**config.mk**
```make
export PLATFORM = sky130hd
export DESIGN_NAME = kgs_adder_bist_flat
export DESIGN_NICKNAME = d
export VERILOG_FILES = /design/src/rtl/kgs_pkg.sv /design/src/rtl/kgs_adder_bist_if.sv /design/src/rtl/kgs_lfsr32.sv /design/src/rtl/kgs_adder_bist.sv /design/src/flat_wrapper.sv
export SDC_FILE = /design/constraint.sdc
export NUM_CORES = 1
export LEC_CHECK = 0
export CAP_MARGIN = 20
export CORE_MARGIN = 2
export CORE_UTILIZATION = 50
export DETAILED_ROUTE_END_ITERATION = 8
export GPL_TIMING_DRIVEN = 0
export PLACE_DENSITY = 0.71
export SYNTH_ARGS = -nofsm -noshare
export SYNTH_HDL_FRONTEND = slang
export SYNTH_SLANG_ARGS = --single-unit
```
**constraint.sdc**
```tcl
create_clock -name clk -period 7.81 [get_ports clk]
set_input_delay 0.781 -clock clk [delete_from_list [all_inputs] [get_ports clk]]
set_output_delay 0.781 -clock clk [all_outputs]
set_load 0.05 [all_outputs]
```
**src/rtl/kgs_pkg.sv**
```systemverilog
// kgs_pkg: shared constants, FSM states and directed vectors for the KGS adder BIST
//   KGS_SIZE/KGS_LL : default adder width convention and tree depth
//   KGS_POLY        : Galois toggle mask for x^32+x^22+x^2+x+1 (right-shift form)
//   kgs_state_e     : BIST controller states
//   KGS_DIR         : directed vectors as {a all-ones, b all-ones, cin}
package kgs_pkg;
    localparam int KGS_SIZE = 32;
    localparam int KGS_LL = 5;
    localparam logic [31:0] KGS_POLY = 32'h80200003;
    typedef enum logic [1:0] {IDLE, RUN, DRAIN, DONE} kgs_state_e;
    // entry 3 is filler so a 2-bit index never leaves the table
    localparam logic [3:0][2:0] KGS_DIR = {3'b111, 3'b111, 3'b101, 3'b000};
    function automatic logic [31:0] lfsr_next(input logic [31:0] s);
        return {1'b0, s[31:1]} ^ (s[0] ? KGS_POLY : 32'h0);
    endfunction
endpackage

```
**src/rtl/kgs_adder_bist_if.sv**
```systemverilog
// kgs_adder_bist_if: operand/result bus between the BIST and the adder under test
//   a_o, b_o, cin_o : operands driven by the BIST (master)
//   sum_i, cout_i   : result returned by the adder (slave)
interface kgs_adder_bist_if import kgs_pkg::*; #(parameter int SIZE = KGS_SIZE);
    logic [SIZE-2:0] a_o;
    logic [SIZE-2:0] b_o;
    logic            cin_o;
    logic [SIZE-2:0] sum_i;
    logic            cout_i;
    modport master (output a_o, b_o, cin_o, input sum_i, cout_i);
    modport slave (input a_o, b_o, cin_o, output sum_i, cout_i);
endinterface

```
**src/rtl/kgs_lfsr32.sv**
```systemverilog
// kgs_lfsr32: 32-bit Galois LFSR with seed reload
//   clk, rst_n : clock, async active-low reset (reloads SEED)
//   load       : reload SEED (wins over en)
//   en         : advance one step
//   q          : current state
module kgs_lfsr32 import kgs_pkg::*; #(
    parameter logic [31:0] SEED = 32'h1
) (
    input  logic        clk,
    input  logic        rst_n,
    input  logic        load,
    input  logic        en,
    output logic [31:0] q
);
    always_ff @(posedge clk or negedge rst_n)
        if (!rst_n) q <= SEED;
        else q <= load ? SEED : en ? lfsr_next(q) : q;
endmodule

```
**src/rtl/kgs_adder_bist.sv**
```systemverilog
// kgs_adder_bist: stimulus generator and response checker for a KGS tree adder
//   clk, rst_n, start       : clock, async active-low reset, run request pulse
//   bus (master)            : a_o/b_o/cin_o to the adder, sum_i/cout_i back
//   busy, done, pass        : run status; pass only meaningful while done
//   err_cnt, first_err      : saturating mismatch count, lowest failing index
module kgs_adder_bist import kgs_pkg::*; #(
    parameter int          SIZE   = KGS_SIZE,
    parameter int          LL     = KGS_LL,
    parameter int          LAT    = 0,
    parameter int          NVEC   = 1024,
    parameter logic [31:0] SEED_A = 32'hACE10001,
    parameter logic [31:0] SEED_B = 32'h12345678
) (
    input  logic                    clk,
    input  logic                    rst_n,
    input  logic                    start,
    kgs_adder_bist_if.master        bus,
    output logic                    busy,
    output logic                    done,
    output logic                    pass,
    output logic [15:0]             err_cnt,
    output logic [15:0]             first_err
);
    localparam int W = SIZE - 1;
    kgs_state_e st, nxt;
    logic [15:0] idx, nk, chk_i;
    logic [3:0] dcnt;
    logic acc, last, dlast, issue, chk_v, mism;
    logic [31:0] ra, rb;
    logic [2:0] dv;
    logic [W-1:0] va, vb;
    logic vc;
    logic [SIZE-1:0] cur_g, chk_g;
    logic unused_lfsr;

    if (SIZE < 2 || SIZE > 33 || LL < 1 || LAT < 0 || LAT > 15 || NVEC < 3 || NVEC > 65535 || SEED_A == 32'h0 || SEED_B == 32'h0) begin : g_bad
        $error("kgs_adder_bist: parameter out of range");
    end

    kgs_lfsr32 #(.SEED(SEED_A)) u_lfsr_a (.clk(clk), .rst_n(rst_n), .load(acc), .en(issue && nk >= 16'd3), .q(ra));
    kgs_lfsr32 #(.SEED(SEED_B)) u_lfsr_b (.clk(clk), .rst_n(rst_n), .load(acc), .en(issue && nk >= 16'd3), .q(rb));
    assign unused_lfsr = ^{ra, rb};

    always_comb begin
        acc = (st == IDLE || st == DONE) && start;
        last = st == RUN && idx == 16'(NVEC - 1);
        dlast = st == DRAIN && dcnt == 4'(LAT - 1);
        nxt = acc ? RUN : last ? (LAT == 0 ? DONE : DRAIN) : dlast ? DONE : st;
        issue = acc || (st == RUN && !last);
        nk = acc ? 16'd0 : idx + 16'd1;
        dv = KGS_DIR[nk[1:0]];
        va = nk < 16'd3 ? {W{dv[2]}} : ra[W-1:0];
        vb = nk < 16'd3 ? {W{dv[1]}} : rb[W-1:0];
        vc = nk < 16'd3 ? dv[0] : ra[31] ^ rb[31];
    end

    always_ff @(posedge clk or negedge rst_n)
        if (!rst_n) st <= IDLE;
        else st <= nxt;

    // operands are registered one cycle ahead so vector k sits on the bus for RUN cycle k
    always_ff @(posedge clk or negedge rst_n)
        if (!rst_n) begin
            idx <= '0;
            dcnt <= '0;
            bus.a_o <= '0;
            bus.b_o <= '0;
            bus.cin_o <= 1'b0;
        end else begin
            idx <= issue ? nk : idx;
            dcnt <= st == DRAIN ? dcnt + 4'd1 : 4'd0;
            bus.a_o <= issue ? va : '0;
            bus.b_o <= issue ? vb : '0;
            bus.cin_o <= issue && vc;
        end

    assign cur_g = SIZE'(bus.a_o) + SIZE'(bus.b_o) + SIZE'(bus.cin_o);

    // golden+index line matches the adder's latency so each response meets its own vector
    if (LAT == 0) begin : g_direct
        assign chk_v = st == RUN;
        assign chk_g = cur_g;
        assign chk_i = idx;
    end else begin : g_line
        logic            lv [LAT];
        logic [SIZE-1:0] lg [LAT];
        logic [15:0]     li [LAT];
        always_ff @(posedge clk or negedge rst_n)
            if (!rst_n) begin
                for (int i = 0; i < LAT; i++) begin
                    lv[i] <= 1'b0;
                    lg[i] <= '0;
                    li[i] <= '0;
                end
            end else begin
                lv[0] <= st == RUN;
                lg[0] <= cur_g;
                li[0] <= idx;
                for (int i = 1; i < LAT; i++) begin
                    lv[i] <= lv[i-1];
                    lg[i] <= lg[i-1];
                    li[i] <= li[i-1];
                end
            end
        assign chk_v = lv[LAT-1];
        assign chk_g = lg[LAT-1];
        assign chk_i = li[LAT-1];
    end

    assign mism = chk_v && ({bus.cout_i, bus.sum_i} != chk_g);

    // err_cnt never wraps, so zero reliably means no failure has been captured yet
    always_ff @(posedge clk or negedge rst_n)
        if (!rst_n) begin
            err_cnt <= '0;
            first_err <= 16'hFFFF;
        end else if (acc) begin
            err_cnt <= '0;
            first_err <= 16'hFFFF;
        end else if (mism) begin
            err_cnt <= err_cnt == 16'hFFFF ? err_cnt : err_cnt + 16'd1;
            first_err <= err_cnt == 16'd0 ? chk_i : first_err;
        end

    assign busy = st == RUN || st == DRAIN;
    assign done = st == DONE;
    assign pass = done && err_cnt == 16'd0;
endmodule

```
**src/flat_wrapper.sv**
```systemverilog
// flat-port wrapper written by rule: the top's interface ports become plain ports
module kgs_adder_bist_flat import kgs_pkg::*;
#(
    parameter int          SIZE   = KGS_SIZE,
    parameter int          LL     = KGS_LL,
    parameter int          LAT    = 0,
    parameter int          NVEC   = 1024,
    parameter logic [31:0] SEED_A = 32'hACE10001,
    parameter logic [31:0] SEED_B = 32'h12345678
)
  (clk, rst_n, start, busy, done, pass, err_cnt, first_err, bus_a_o, bus_b_o, bus_cin_o, bus_sum_i, bus_cout_i);
  kgs_adder_bist_if #(.SIZE(SIZE)) bus_i ();
  input  logic clk;
  input  logic rst_n;
  input  logic start;
  output logic busy;
  output logic done;
  output logic pass;
  output logic [15:0] err_cnt;
  output logic [15:0] first_err;
  output wire logic [$bits(bus_i.a_o)-1:0] bus_a_o;
  output wire logic [$bits(bus_i.b_o)-1:0] bus_b_o;
  output wire logic [$bits(bus_i.cin_o)-1:0] bus_cin_o;
  input wire logic [$bits(bus_i.sum_i)-1:0] bus_sum_i;
  input wire logic [$bits(bus_i.cout_i)-1:0] bus_cout_i;
  assign bus_a_o = bus_i.a_o;
  assign bus_b_o = bus_i.b_o;
  assign bus_cin_o = bus_i.cin_o;
  assign bus_i.sum_i = bus_sum_i;
  assign bus_i.cout_i = bus_cout_i;
  kgs_adder_bist #(.SIZE(SIZE), .LL(LL), .LAT(LAT), .NVEC(NVEC), .SEED_A(SEED_A), .SEED_B(SEED_B)) u_core (.clk(clk), .rst_n(rst_n), .start(start), .bus(bus_i), .busy(busy), .done(done), .pass(pass), .err_cnt(err_cnt), .first_err(first_err));
endmodule
```
# Word-level counts from Yosys, hierarchy flattened
# Cells that the tools add are included.
[op_classes]
add_sub_neg = 5
order_cmp = 3
eq_ne = 8
mux = 24
bitwise = 3
n_reduce_logical = 20
[op_table]
columns = ["op", "n"]
rows = [
  ["$mux 32", 6],
  ["$mux 31", 4],
  ["$mux 16", 7],
  ["$xor 31x32->32", 2],
  ["$add 16x1->16 const B", 2],
  ["$add 31x31->32", 1],
  ["$add 32x1->32", 1],
  ["$ne 32x32->1", 1],
  ["$eq 16x10->1 const B", 1],
  ["$eq 16x16->1 const B", 1],
  ["$ge 16x2->1 const B", 1],
  ["$logic_not 16->1", 1],
  ["$lt 16x2->1 const B", 1],
  ["$logic_and 1x1->1", 8],
  ["$bmux 3 s2", 1],
  ["$mux 2", 3],
  ["$reduce_bool 2->1", 3],
  ["$add 4x1->4 const B", 1],
  ["$eq 2x2->1 const B", 2],
  ["$eq 4x4->1 const B", 1],
  ["$mux 4", 1],
  ["$reduce_and 2->1", 2],
  ["$logic_or 1x1->1", 3],
  ["$lt 2x3->1 const B", 1],
  ["other kinds (8)", 8],
]
[totals]
regBits = 181
inputBits = 35
output_inout_bits = 98
wordCells = 73

# Depth between registers and ports, before layout
# Gate-level depths: netlist (run 1).
[depth]
ltp_word = 8
mapped_depth = 16
ltp_nobuf = 14

# By module
# A second synthesis (run 1) with hierarchy kept.
[unflattened]
cells_unflattened = 1047
area_unflattened_um2 = 10402.5
[by_module_without_submodules]
columns = ["mod", "n_inst", "cells_each", "area_each_um2", "seq_area_each_um2"]
rows = [
  ["kgs_adder_bist", 1, 833, 7666.1, 2947.8],
  ["kgs_lfsr32 at u_core.u_lfsr_b", 1, 107, 1373.8, 817.0],
  ["kgs_lfsr32 at u_core.u_lfsr_a", 1, 107, 1362.6, 812.0],
]

# Worst setup path before layout (run 1)
# No wires, ideal clock.
[synth_timing]
path_kind = "register -> register"
startpoint = "register u_core.bus.cin_o"
endpoint = "register u_core.err_cnt[5]"
arrival_ps = 3966
setup_slack_ps = 3721
path_stages_with_launch = 15
path_buffers = 1
path_cell_list = "dfrtp_1 > inv_1 > fa_1 > inv_1 > fa_1 > xor2_1 > nor4_1 > o2111ai_1 > nor4_2 > o2111ai_1 > or4_4 > or4_4 > buf_6 > and3_1 > mux2i_1"
[synth_between]
elab_chain_cells = 5
[synth_lines]
columns = ["element", "line", "rtl"]
rows = [
  ["start: declaration", "kgs_adder_bist_if.sv:10", "modport master (output a_o, b_o, cin_o, input sum_i, cout_i);"],
  ["start signal: assignment", "kgs_adder_bist.sv:74", "bus.cin_o <= issue && vc;"],
  ["$add 32x1->32", "kgs_adder_bist.sv:77", "assign cur_g = SIZE'(bus.a_o) + SIZE'(bus.b_o) + SIZE'(bus.cin_o);"],
  ["$ne 32x32->1", "kgs_adder_bist.sv:110", "assign mism = chk_v && ({bus.cout_i, bus.sum_i} != chk_g);"],
  ["$logic_and 1x1->1", "kgs_adder_bist.sv:110", ""],
  ["$reduce_bool 2->1 (no source line)", "n/a", ""],
  ["$reduce_and 2->1 (no source line)", "n/a", ""],
  ["end signal: assignment", "kgs_adder_bist.sv:121", "err_cnt <= err_cnt == 16'hFFFF ? err_cnt : err_cnt + 16'd1;"],
  ["end: declaration", "kgs_adder_bist.sv:21", "output logic [15:0] err_cnt,"],
]
# Every way passes these cells.
# A chain may end at the register's enable or synchronous reset.

# Worst setup path after layout (run 1)
[layout_timing]
startpoint = "register u_core.bus.cin_o"
endpoint = "register u_core.err_cnt[1]"
# Same word-level chain as after synthesis.

==> reports/metrics.yaml, run 1 <==
synthesis:
  synth.top_cells.by_count: "233 x nand2_1, 143 x dfrtp_1, 93 x nor2_1"
  postSynthNetCount: 1209
  yosys.area.top_type_share: 0.351
  number_of_storage_elements_in_the_synthesis_netlist: 181
  asyncSetResetFlopFracSynth: 1.00
  synthesis.area_per_instance_um2: 8.98
  ys_top_cells_by_area: "dfrtp_1 35%, dfstp_2 9.8%, nand2_1 8.6%"
  number_of_synthesized_flops_with_an_enable_pin: 0
  synth-main-ff-cell: "dfrtp_1"
  synth.cell_area_mm2: 0.0102
  synth.distinct_cells: 80
  synthMostInstantiatedCell: "nand2_1"
  syn_inst: 1135
  synth_area_leader_cell: "dfrtp_1"
  yosysWarnings: 0
  synth.yosys.seq_area_share: 0.449
timing:
  unrepaired_setup_endpoints_after_global_routing: "false"
  finalHoldWorstSlack_ns: 0.296
  finalCritPeriodShare: 0.622
  timing_max_transition_violations_final: 0
  timing.slew.headroom: 0.505
  hold_viol_final: 0
  max_freq_ghz: 0.206
  fin_crit_ns: 4.85
  worst_slack_ns: 2.96
  report.final.setup_viol: 0
  tightestPinTransition_ns: 0.736
  finalClockSkew_ns: 0.00780
layout:
  num-fill-cells: 1714
  sequential_cell_area_mm2: 0.00458
  footprint_of_the_multi_input_gates_mm2: 0.00521
  area_delta_synth_final_pct: 22.6
  layoutNonFillerInstCount: 1570
  insertedDiodeCount: 0
  post_route_cells_drive_above_1_share: 0.0885
  final_net_count: 1361
clocking:
  cts.repair.resized: 0
  worst_skew_late_latency_ns: 0.44
  cts.root.buffer_cell: "clkbuf_16"
  tritoncts: "built"
  cts_max_level: 4
  cts.hold.buffers_added: 0
  clkSinkCount: 181
  post_cts_buffers: 0
  clkSlewWorstSetupHoldPaths_ns: 0.07
  cts.path.max_buffers: 2
  tritoncts_buffers: 17
power:
  p_per_area_mw_per_mm2: 480
  irDropWorstVdd_v: 0.000227
  power_leakage_nw: 5.63
placement:
  gpl.final_weighted_congestion: 0.972
  dp.cells: 1538
  portBuffers: 132
  place_ws_ns: 3.09
  dp.final_hpwl_um: 21900
route:
  drt_iter0_drc: 522
  detail_route.wirelength_um: 29200
  antenna_violating_nets_left: 0
  drt_pre_antenna_iters: 5
  number_of_vias_in_the_routed_layout: 8972
  via_per_inst: 5.71
  post-route-drc-count: 0
  dr_wl_cell_um: 18.6
critical_path:
  timing.reg2reg.worst_path_depth: 15
  critical_path.startpoint_type: "flop"
  cp_data_required_time_ns: 8.17
  crit_type: "flop to flop"
  worst_ep_arrival_time_ns: 5.21
  cp-end-kind: "flop"
  worstPathMaxFanout: 10
floorplanning:
  floorplan.io_pins: 133
  placement_rows: 52
  floorplan.initialDensity: 0.507
  design.die.area_mm2: 0.0215
  core_mm2: 0.0201
  die-width_um: 147
  die_h_um: 147
global_route:
  globalRouteTotalUtil: 0.273
  via_count_of_the_first_global_routing_pass: 8738
  wire_length_of_the_first_global_routing_pass_um: 46200
  globalRouteOverflowTotal: 0
  largest_net_degree_at_the_start_of_global_routing: 108
  antenna_found_initial: 0
run_status:
  status: "completed"
min_path:
  hold_path.class: "input pin to asynchronous set/reset pin"
flow_run:
  max_cap_viol_count: 0
where the power goes:
part / total, W / switching [W] / internal (W)
clock network: 0.000866 / 0.000405 / 0.000460
registers: 0.00171 / 0.000333 / 0.00138
logic: 0.00342 / 0.00222 / 0.00120
total: 0.00600 / 0.00296 / 0.00304
layout by cell type, fill, tap and decap left out, types with 9 or more instances in the layout:
cell type,Yosys,final
o211ai_1,9,9
xor2_1,32,32
a21oi_1,60,60
clkdlybuf4s50_1,0,131
o21ai_0,30,30
mux2i_1,23,23
buf_2,15,15
nor4_1,9,9
or4_1,11,11
nand3_1,50,50
inv_1,26,26
o21a_1,39,39
clkbuf_16,0,17
ha_1,37,37
a21o_1,12,12
and2_1,10,10
xnor2_1,26,26
nor3_1,22,22
dfrtp_1,143,143
dfstp_2,38,38
nor2_1,93,93
and3_1,11,11
nand4_1,22,22
clkbuf_1,36,36
o31ai_1,9,9
nand2_1,233,233
stage by stage:
step | cell area, um^2 | TNS, ns | util | power, W
3_3_place_gp | 11800 | -186.52 | 0.589 | 0.00506
4_1_cts | 12500 | 0 | 0.621 | 0.00599
2_1_floorplan | 10200 | 0 | - | 0.00402
6_report | 12500 | 0 | 0.621 | 0.00600
3_5_place_dp | 11900 | 0 | 0.591 | 0.00509
5_1_grt | 12500 | 0 | 0.621 | 0.00637
sequential cells by signal, summed over array words and instances, names as in the netlist:
register / flops
u_core.first_err: 16
u_core.bus.a_o: 31
u_core.u_lfsr_b.q: 32
u_core.u_lfsr_a.q: 32
u_core.err_cnt: 16
u_core.st: 2
u_core.bus.cin_o: 1
u_core.chk_i: 16
u_core.bus.b_o: 31
u_core.dcnt: 4
final cells by class:
cell class,instances,area share
Timing Repair Buffer,133,0.108
Buffer,65,0.0241
Tap cell,270,0.0271
Multi-Input combinational cell,863,0.417
Clock buffer,17,0.0341
Sequential cell,181,0.366
Inverter,26,0.00781
Clock inverter,15,0.0145
metal layers:
| layer | up-vias | track usage | wire length (um) |
|---|---|---|---|
| met5 | - | 0 | 0 |
| met4 | 0 | 0.105 | 875 |
| met3 | 53 | 0.0435 | 1620 |
| met2 | 305 | 0.439 | 13700 |
| met1 | 4313 | 0.374 | 13000 |
| li1 | 4301 | - | - |
critical path, cell delays in order, from the launching register on:
cell and delay (ns):
dfrtp_1 0.37, inv_1 0.07, fa_1 0.50, inv_1 0.10, fa_1 0.42, xor2_1 0.18, nor4_1 0.53, o2111ai_1 0.24
nor4_2 0.18, o2111ai_1 0.21, or4_4 0.62, nor4_4 0.71, buf_6 0.24, buf_6 0.16, o21ai_1 0.08, a21oi_1 0.15
kinds of logic after synthesis:
group / after synthesis / share of synthesized area
AO/OA/AOI/OAI: 235 / 0.157
XOR/XNOR: 58 / 0.0499
adder cells (fa/ha/maj): 39 / 0.0494
buffers and inverters: 91 / 0.0392
flip-flops: 181 / 0.449
multiplexers: 26 / 0.0259
AND/OR/NAND/NOR: 505 / 0.230
final timing paths:
path / from / to / slack (ns)
worst max-delay path: u_core.bus.cin_o$_DFF_PN0_ / u_core.err_cnt[1]$_DFFE_PN0P_ / 2.96
worst min-delay path: rst_n / u_core.err_cnt[4]$_DFFE_PN0P_ / 0.30
worst max register to register: u_core.bus.cin_o$_DFF_PN0_ / u_core.err_cnt[1]$_DFFE_PN0P_ / 2.96
worst min register to register: u_core.dcnt[0]$_DFF_PN0_ / u_core.dcnt[0]$_DFF_PN0_ / 0.47
max in group asynchronous: rst_n / u_core.u_lfsr_b.q[13]$_DFFE_PN0P_ / 6.59
min in group clk: u_core.dcnt[0]$_DFF_PN0_ / u_core.dcnt[0]$_DFF_PN0_ / 0.47
Note: power is estimated with default switching activity, not from simulation.
==> run 2, diff against run 1 <==
Settings changed: PLACE_DENSITY 0.71 to 0.74.
Clock period 7.81 ns to 4.1 ns, I/O delays scaled along.
==> reports/metrics.yaml, run 2 (synthesized netlist as in run 1, its figures left out) <==
run_status:
  status: "complete, but fails checks"
  violations: "negative setup slack"
power:
  irDropWorstVdd_v: 0.000481  # +110%
  total_power_w: 0.0117  # +95%
  p_per_area_mw_per_mm2: 910  # +90%
  power_leakage_nw: 5.75  # +2.1%
route:
  detail_route.wirelength_um: 29200  # about the same
  dr_wl_cell_um: 18.4  # -0.94%
  antenna_violating_nets_left: 0  # unchanged
  via_per_inst: 5.69  # -0.51%
  drt_iter0_drc: 501  # -4.0%
  number_of_vias_in_the_routed_layout: 9006  # +0.38%
  drt_pre_antenna_iters: 5  # unchanged
  post-route-drc-count: 0  # unchanged
global_route:
  globalRouteOverflowTotal: 0  # unchanged
  antenna_found_initial: 0  # unchanged
  via_count_of_the_first_global_routing_pass: 8405  # -3.8%
  largest_net_degree_at_the_start_of_global_routing: 106  # -1.9%
  wire_length_of_the_first_global_routing_pass_um: 44900  # -2.9%
  globalRouteTotalUtil: 0.267  # -0.00608
timing:
  fin_crit_ns: 4.12  # -0.739 ns
  worst_slack_ns: -0.0156  # -2.97 ns
  finalHoldWorstSlack_ns: 0.463  # +0.167 ns
  finalCritPeriodShare: 1.00  # +0.382
  finalClockSkew_ns: 0.0149  # +0.00711 ns
  hold_viol_final: 0  # unchanged
  unrepaired_setup_endpoints_after_global_routing: "true"
  report.final.setup_viol: 2  # +2
  tightestPinTransition_ns: 0.746  # +0.00998 ns
  timing_max_transition_violations_final: 0  # unchanged
  max_freq_ghz: 0.243  # +18%
  timing.slew.headroom: 0.500  # -0.00513
layout:
  insertedDiodeCount: 0  # unchanged
  final_design_area_no_fill_mm2: 0.0128  # +2.9%
  final_net_count: 1375  # +1.0%
  num-fill-cells: 1709  # -0.29%
  largest_registers: "u_core.u_lfsr_a.q: 32 flops, u_core.u_lfsr_b.q: 32 flops"
  fin_util: 0.639  # +0.0180
  final_common_cell: "nand2_1"
  post_route_cells_drive_above_1_share: 0.122  # +0.0333
  mostFrequentLayoutCells: "232 x nand2_1, 143 x dfrtp_1, 131 x clkdlybuf4s50_1, 91 x nor2_1, 57 x a21oi_1"
  area_delta_synth_final_pct: 26.1
clocking:
  cts.path.max_buffers: 2  # unchanged
  clkSinkCount: 181  # unchanged
  tritoncts_buffers: 17  # unchanged
  worst_skew_late_latency_ns: 0.44  # about the same
  clkSlewWorstSetupHoldPaths_ns: 0.08  # about the same
  tritoncts: "built"
  cts.root.buffer_cell: "clkbuf_16"
  cts_max_level: 4  # unchanged
floorplanning:
  die_h_um: 147  # unchanged
  floorplan.io_pins: 133  # unchanged
  floorplan.initialDensity: 0.507  # unchanged
  design.die.area_mm2: 0.0215  # unchanged
  die-width_um: 147  # unchanged
  core_mm2: 0.0201  # unchanged
  placement_rows: 52  # unchanged
critical_path:
  timing.critical_path.cells: "inv_2, fa_2, inv_2, fa_2, xor2_2, nor4_4, o2111ai_2, nor4_2, o2111ai_2, or4_4, or4_4, and3_4, mux2i_1"
  critical_path.max_stage_delay_ns: 0.64  # -0.07 ns
  worstPathMaxFanout: 7  # -3
  crit_type: "flop to flop"
  critical_path.startpoint_type: "flop"
  cp_data_required_time_ns: 4.43  # -3.74 ns
  worst_ep_arrival_time_ns: 4.44  # -0.77 ns
  timing.critical_path.slowest_stage_cell: "or4_4"
  cp-end-kind: "flop"
min_path:
  hold_path.class: "flop to flop"
placement:
  dp.final_hpwl_um: 21700  # -0.82%
  dpl_cell_area_mm2: 0.0119  # unchanged
  place_ws_ns: -0.520  # -3.61 ns
  gpl.final_weighted_congestion: 0.986  # +1.5%
  portBuffers: 132  # unchanged
flow_run:
  max_cap_viol_count: 0  # unchanged
run 2: layout make-up:
type / count / area (um^2) / share of cell area
buffer: 63 / 295 / 0.0230
clock buffer: 17 / 425 / 0.0331
clock inverter: 15 / 185 / 0.0144
inverter: 26 / 97.6 / 0.00759
multi-input combinational: 863 / 5410 / 0.421
sequential: 181 / 4580 / 0.356
tap: 270 / 338 / 0.0263
timing repair buffer: 149 / 1530 / 0.119
run 2: power breakdown:
part	total, W	internal [W]	leakage, nW	switching, W
clock network	0.00165	0.000876	0.296	0.000776
logic	0.00680	0.00240	3.22	0.00439
registers	0.00325	0.00263	2.23	0.000618
total	0.0117	0.00591	5.75	0.00579
run 2: path summary, 6_finish.rpt:
| kind | start | end | slack (ns) | cells after the start |
|---|---|---|---|---|
| setup / recovery | u_core.bus.a_o[0]$_DFF_PN0_ | u_core.err_cnt[5]$_DFFE_PN0P_ | -0.02 | 13 |
| hold / removal | u_core.dcnt[0]$_DFF_PN0_ | u_core.dcnt[0]$_DFF_PN0_ | 0.46 | 1 |
| setup reg to reg | u_core.bus.a_o[0]$_DFF_PN0_ | u_core.err_cnt[5]$_DFFE_PN0P_ | -0.02 | 13 |
| hold reg to reg | u_core.dcnt[0]$_DFF_PN0_ | u_core.dcnt[0]$_DFF_PN0_ | 0.46 | 1 |
| max in group asynchronous | rst_n | u_core.u_lfsr_b.q[10]$_DFFE_PN1P_ | 2.70 | 3 |
| min in group asynchronous | rst_n | u_core.chk_i[11]$_DFFE_PN0P_ | 0.52 | 2 |
run 2: stage by stage:
step           cells  setup TNS [ns]
3_5_place_dp    1538          -13.04
2_1_floorplan   1135               0
5_1_grt         1584          -0.742
4_1_cts         1575        -0.00137
3_3_place_gp    1537         -747.31
6_report        1584         -0.0209
run 2: metal layers:
layer	routed length (um)	track usage	vias to the layer above
met3	1690	0.0373	45
met4	714	0.0937	0
met1	12800	0.368	4348
li1	-	-	4315
met5	0	0	-
met2	13900	0.435	298
run 2: timing repair:
item                                   CTS  global route
setup endpoints to repair               32            36
resized for setup                       10            42
endpoints found under the hold margin   54             0
buffers inserted                         4             8
cloned                                   0             3
pin swaps                                8            22
hold buffers                             1             0
run 2: worst max-delay path, delay by kind of cell (launching register included):
family	cells	cell delay [ns]
adders and majority gates	2	0.86
muxes	1	0.11
buffers and inverters	2	0.13
and+or+nand+nor	5	2.01
AOI/OAI and AO/OA	2	0.34
xor gates and xnor gates	1	0.17
DFF	1	0.36
==> run 3, diff against run 2 <==
Settings changed: CORE_MARGIN 2 to unset, RECOVER_POWER set to 25.
==> reports/metrics.yaml, run 3 (synthesized netlist as in run 1, its figures left out) <==
clocking:
  cts.path.max_buffers: 2  # unchanged
  clkSlewWorstSetupHoldPaths_ns: 0.07  # about the same
  worst_skew_late_latency_ns: 0.44  # about the same
  clkSinkCount: 181  # unchanged
  tritoncts: "built"
  cts.root.buffer_cell: "clkbuf_16"
  cts_max_level: 4  # unchanged
  tritoncts_buffers: 17  # unchanged
layout:
  final_common_cell: "nand2_1"
  final_net_count: 1375  # unchanged
  area_delta_synth_final_pct: 24.9
  num-fill-cells: 1630  # -4.6%
  post_route_cells_drive_above_1_share: 0.115  # -0.00685
  mostFrequentLayoutCells: "231 x nand2_1, 143 x dfrtp_1, 131 x clkdlybuf4s50_1, 92 x nor2_1, 56 x a21oi_1"
  largest_registers: "u_core.u_lfsr_a.q: 32 flops, u_core.u_lfsr_b.q: 32 flops"
  insertedDiodeCount: 0  # unchanged
  final_design_area_no_fill_mm2: 0.0127  # -0.97%
  fin_util: 0.645  # +0.00619
route:
  via_per_inst: 5.72  # +0.61%
  drt_pre_antenna_iters: 5  # unchanged
  antenna_violating_nets_left: 0  # unchanged
  drt_iter0_drc: 487  # -2.8%
  number_of_vias_in_the_routed_layout: 9032  # +0.29%
  detail_route.wirelength_um: 28900  # -0.97%
  dr_wl_cell_um: 18.3  # -0.66%
  post-route-drc-count: 0  # unchanged
critical_path:
  timing.critical_path.from: "u_core.bus.a_o[0]$_DFF_PN0_"
  cp_data_required_time_ns: 4.45  # +0.02 ns
  worstPathMaxFanout: 5  # -2
  crit_type: "flop to flop"
  worst_ep_arrival_time_ns: 4.36  # -0.08 ns
  crit-reg2reg-capture: "u_core.err_cnt[10]$_DFFE_PN0P_"
  timing.reg2reg.worst_path_depth: 16  # +3
  worst-r2r-setup-slack_ns: 0.09  # +0.10 ns
  cp-end-kind: "flop"
  critical_path.startpoint_type: "flop"
  endpoint: "u_core.err_cnt[10]$_DFFE_PN0P_"
  r2r_start: "u_core.bus.a_o[0]$_DFF_PN0_"
global_route:
  antenna_found_initial: 0  # unchanged
  globalRouteTotalUtil: 0.281  # +0.0146
  via_count_of_the_first_global_routing_pass: 8492  # +1.0%
  wire_length_of_the_first_global_routing_pass_um: 44600  # -0.77%
  globalRouteOverflowTotal: 0  # unchanged
  largest_net_degree_at_the_start_of_global_routing: 99  # -6.6%
timing:
  timing_max_transition_violations_final: 85  # +85
  max_freq_ghz: 0.249  # +2.6%
  finalCritPeriodShare: 0.978  # -0.0256
  fin_crit_ns: 4.01  # -0.105 ns
  tightestPinTransition_ns: 1.94  # +1.19 ns
  hold_viol_final: 0  # unchanged
  unrepaired_setup_endpoints_after_global_routing: "true"
  report.final.setup_viol: 0  # -2
  fin_tns_setup_ns: 0  # +0.0209 ns
  finalClockSkew_ns: 0.0159  # +0.00104 ns
  timing.slew.headroom: -0.294  # -0.793
run_status:
  status: "complete, but fails checks"
  violations: "max-capacitance violations, max-slew violations"
floorplanning:
  die_h_um: 145  # -1.4%
  floorplan.io_pins: 133  # unchanged
  placement_rows: 51  # -1.9%
  floorplan.initialDensity: 0.517  # +0.00994
  design.die.area_mm2: 0.0210  # -2.7%
  die-width_um: 145  # -1.4%
  core_mm2: 0.0197  # -1.9%
power:
  irDropWorstVdd_v: 0.000475  # -1.4%
  total_power_w: 0.0115  # -1.3%
  power_leakage_nw: 5.72  # -0.36%
  p_per_area_mw_per_mm2: 907  # -0.34%
min_path:
  worst_hold_startpoint: "u_core.dcnt[0]$_DFF_PN0_"
  hold_path.class: "flop to flop"
placement:
  gpl.final_weighted_congestion: 0.938  # -4.8%
  portBuffers: 132  # unchanged
  dp.final_hpwl_um: 21800  # +0.57%
  dpl_cell_area_mm2: 0.0119  # about the same
flow_run:
  max_cap_viol_count: 1  # +1
run 3: changes by cell type in the layout (fill, tap and decap cells not counted), moves of 3 or more:
cell       previous run  this run
o2111ai_2             3         0
buf_6                 6         3
buf_4                 9        12
a21oi_2               5         8
clkinv_8              4         8
o2111ai_1             4         7
run 3: what timing repair did:
item | CTS | global route
setup endpoints to repair | 32 | 41
buffers inserted | 6 | 6
pin swaps | 12 | 5
cloned | 0 | 3
hold buffers | 1 | 0
gates resized for setup | 12 | 19
hold endpoints to repair | 66 | 0
run 3: where the power goes:
part,total (W),switching (W),internal [W]
logic,0.00663,0.00429,0.00235
registers,0.00326,0.000631,0.00263
clock network,0.00165,0.000814,0.000839
run 3: area by class of cell:
class / count / area [um^2] / share of cell area
Buffer: 63 / 295 / 0.0232
Inverter: 26 / 97.6 / 0.00767
Multi-Input combinational cell: 863 / 5310 / 0.417
Tap cell: 265 / 332 / 0.0261
Clock buffer: 17 / 425 / 0.0334
Sequential cell: 181 / 4580 / 0.360
Clock inverter: 15 / 204 / 0.0160
Timing Repair Buffer: 149 / 1490 / 0.117
run 3: worst min-delay path by stage:
stage | end | slack, ns | cells after the start
after floorplan | u_core.bus.a_o[0]$_DFF_PN0_ | 0.11 | 0
after global placement | u_core.dcnt[0]$_DFF_PN0_ | 0.45 | 1
after detailed placement | u_core.u_lfsr_a.q[6]$_DFFE_PN0P_ | 0.44 | 1
after CTS | u_core.dcnt[0]$_DFF_PN0_ | 0.47 | 1
after global routing | u_core.dcnt[0]$_DFF_PN0_ | 0.48 | 1
final | u_core.dcnt[0]$_DFF_PN0_ | 0.47 | 1
run 3: layer usage:
| metal | vias to the layer above | share of wire | global-route usage |
|---|---|---|---|
| met2 | 344 | 0.47 | 0.466 |
| met4 | 0 | 0.028 | 0.0992 |
| met1 | 4322 | 0.44 | 0.377 |
| met3 | 45 | 0.063 | 0.0392 |
| li1 | 4321 | - | - |
| met5 | - | 0 | 0 |
run 3: worst max-delay path, cell delays in order, from the launching register on:
cell       delay (ns)
dfrtp_1          0.35
inv_1            0.06
fa_2             0.43
inv_2            0.07
fa_2             0.43
xor2_1           0.19
nor4_2           0.29
o2111ai_1        0.18
nor4_2           0.16
o2111ai_1        0.18
or4_4            0.60
nor4_4           0.28
buf_6            0.19
buf_8            0.13
buf_8            0.11
o31ai_1          0.09
a21oi_1          0.18
run 3: stage by stage:
step	std cells	setup WS (ns)	hold WS [ns]
after floorplan	1135	0.0106	0.114
after global placement	1532	-4.58	0.449
after detailed placement	1533	-0.533	0.444
after CTS	1572	0.00383	0.467
after global routing	1579	-0.0343	0.483
final	1579	0.0893	0.466
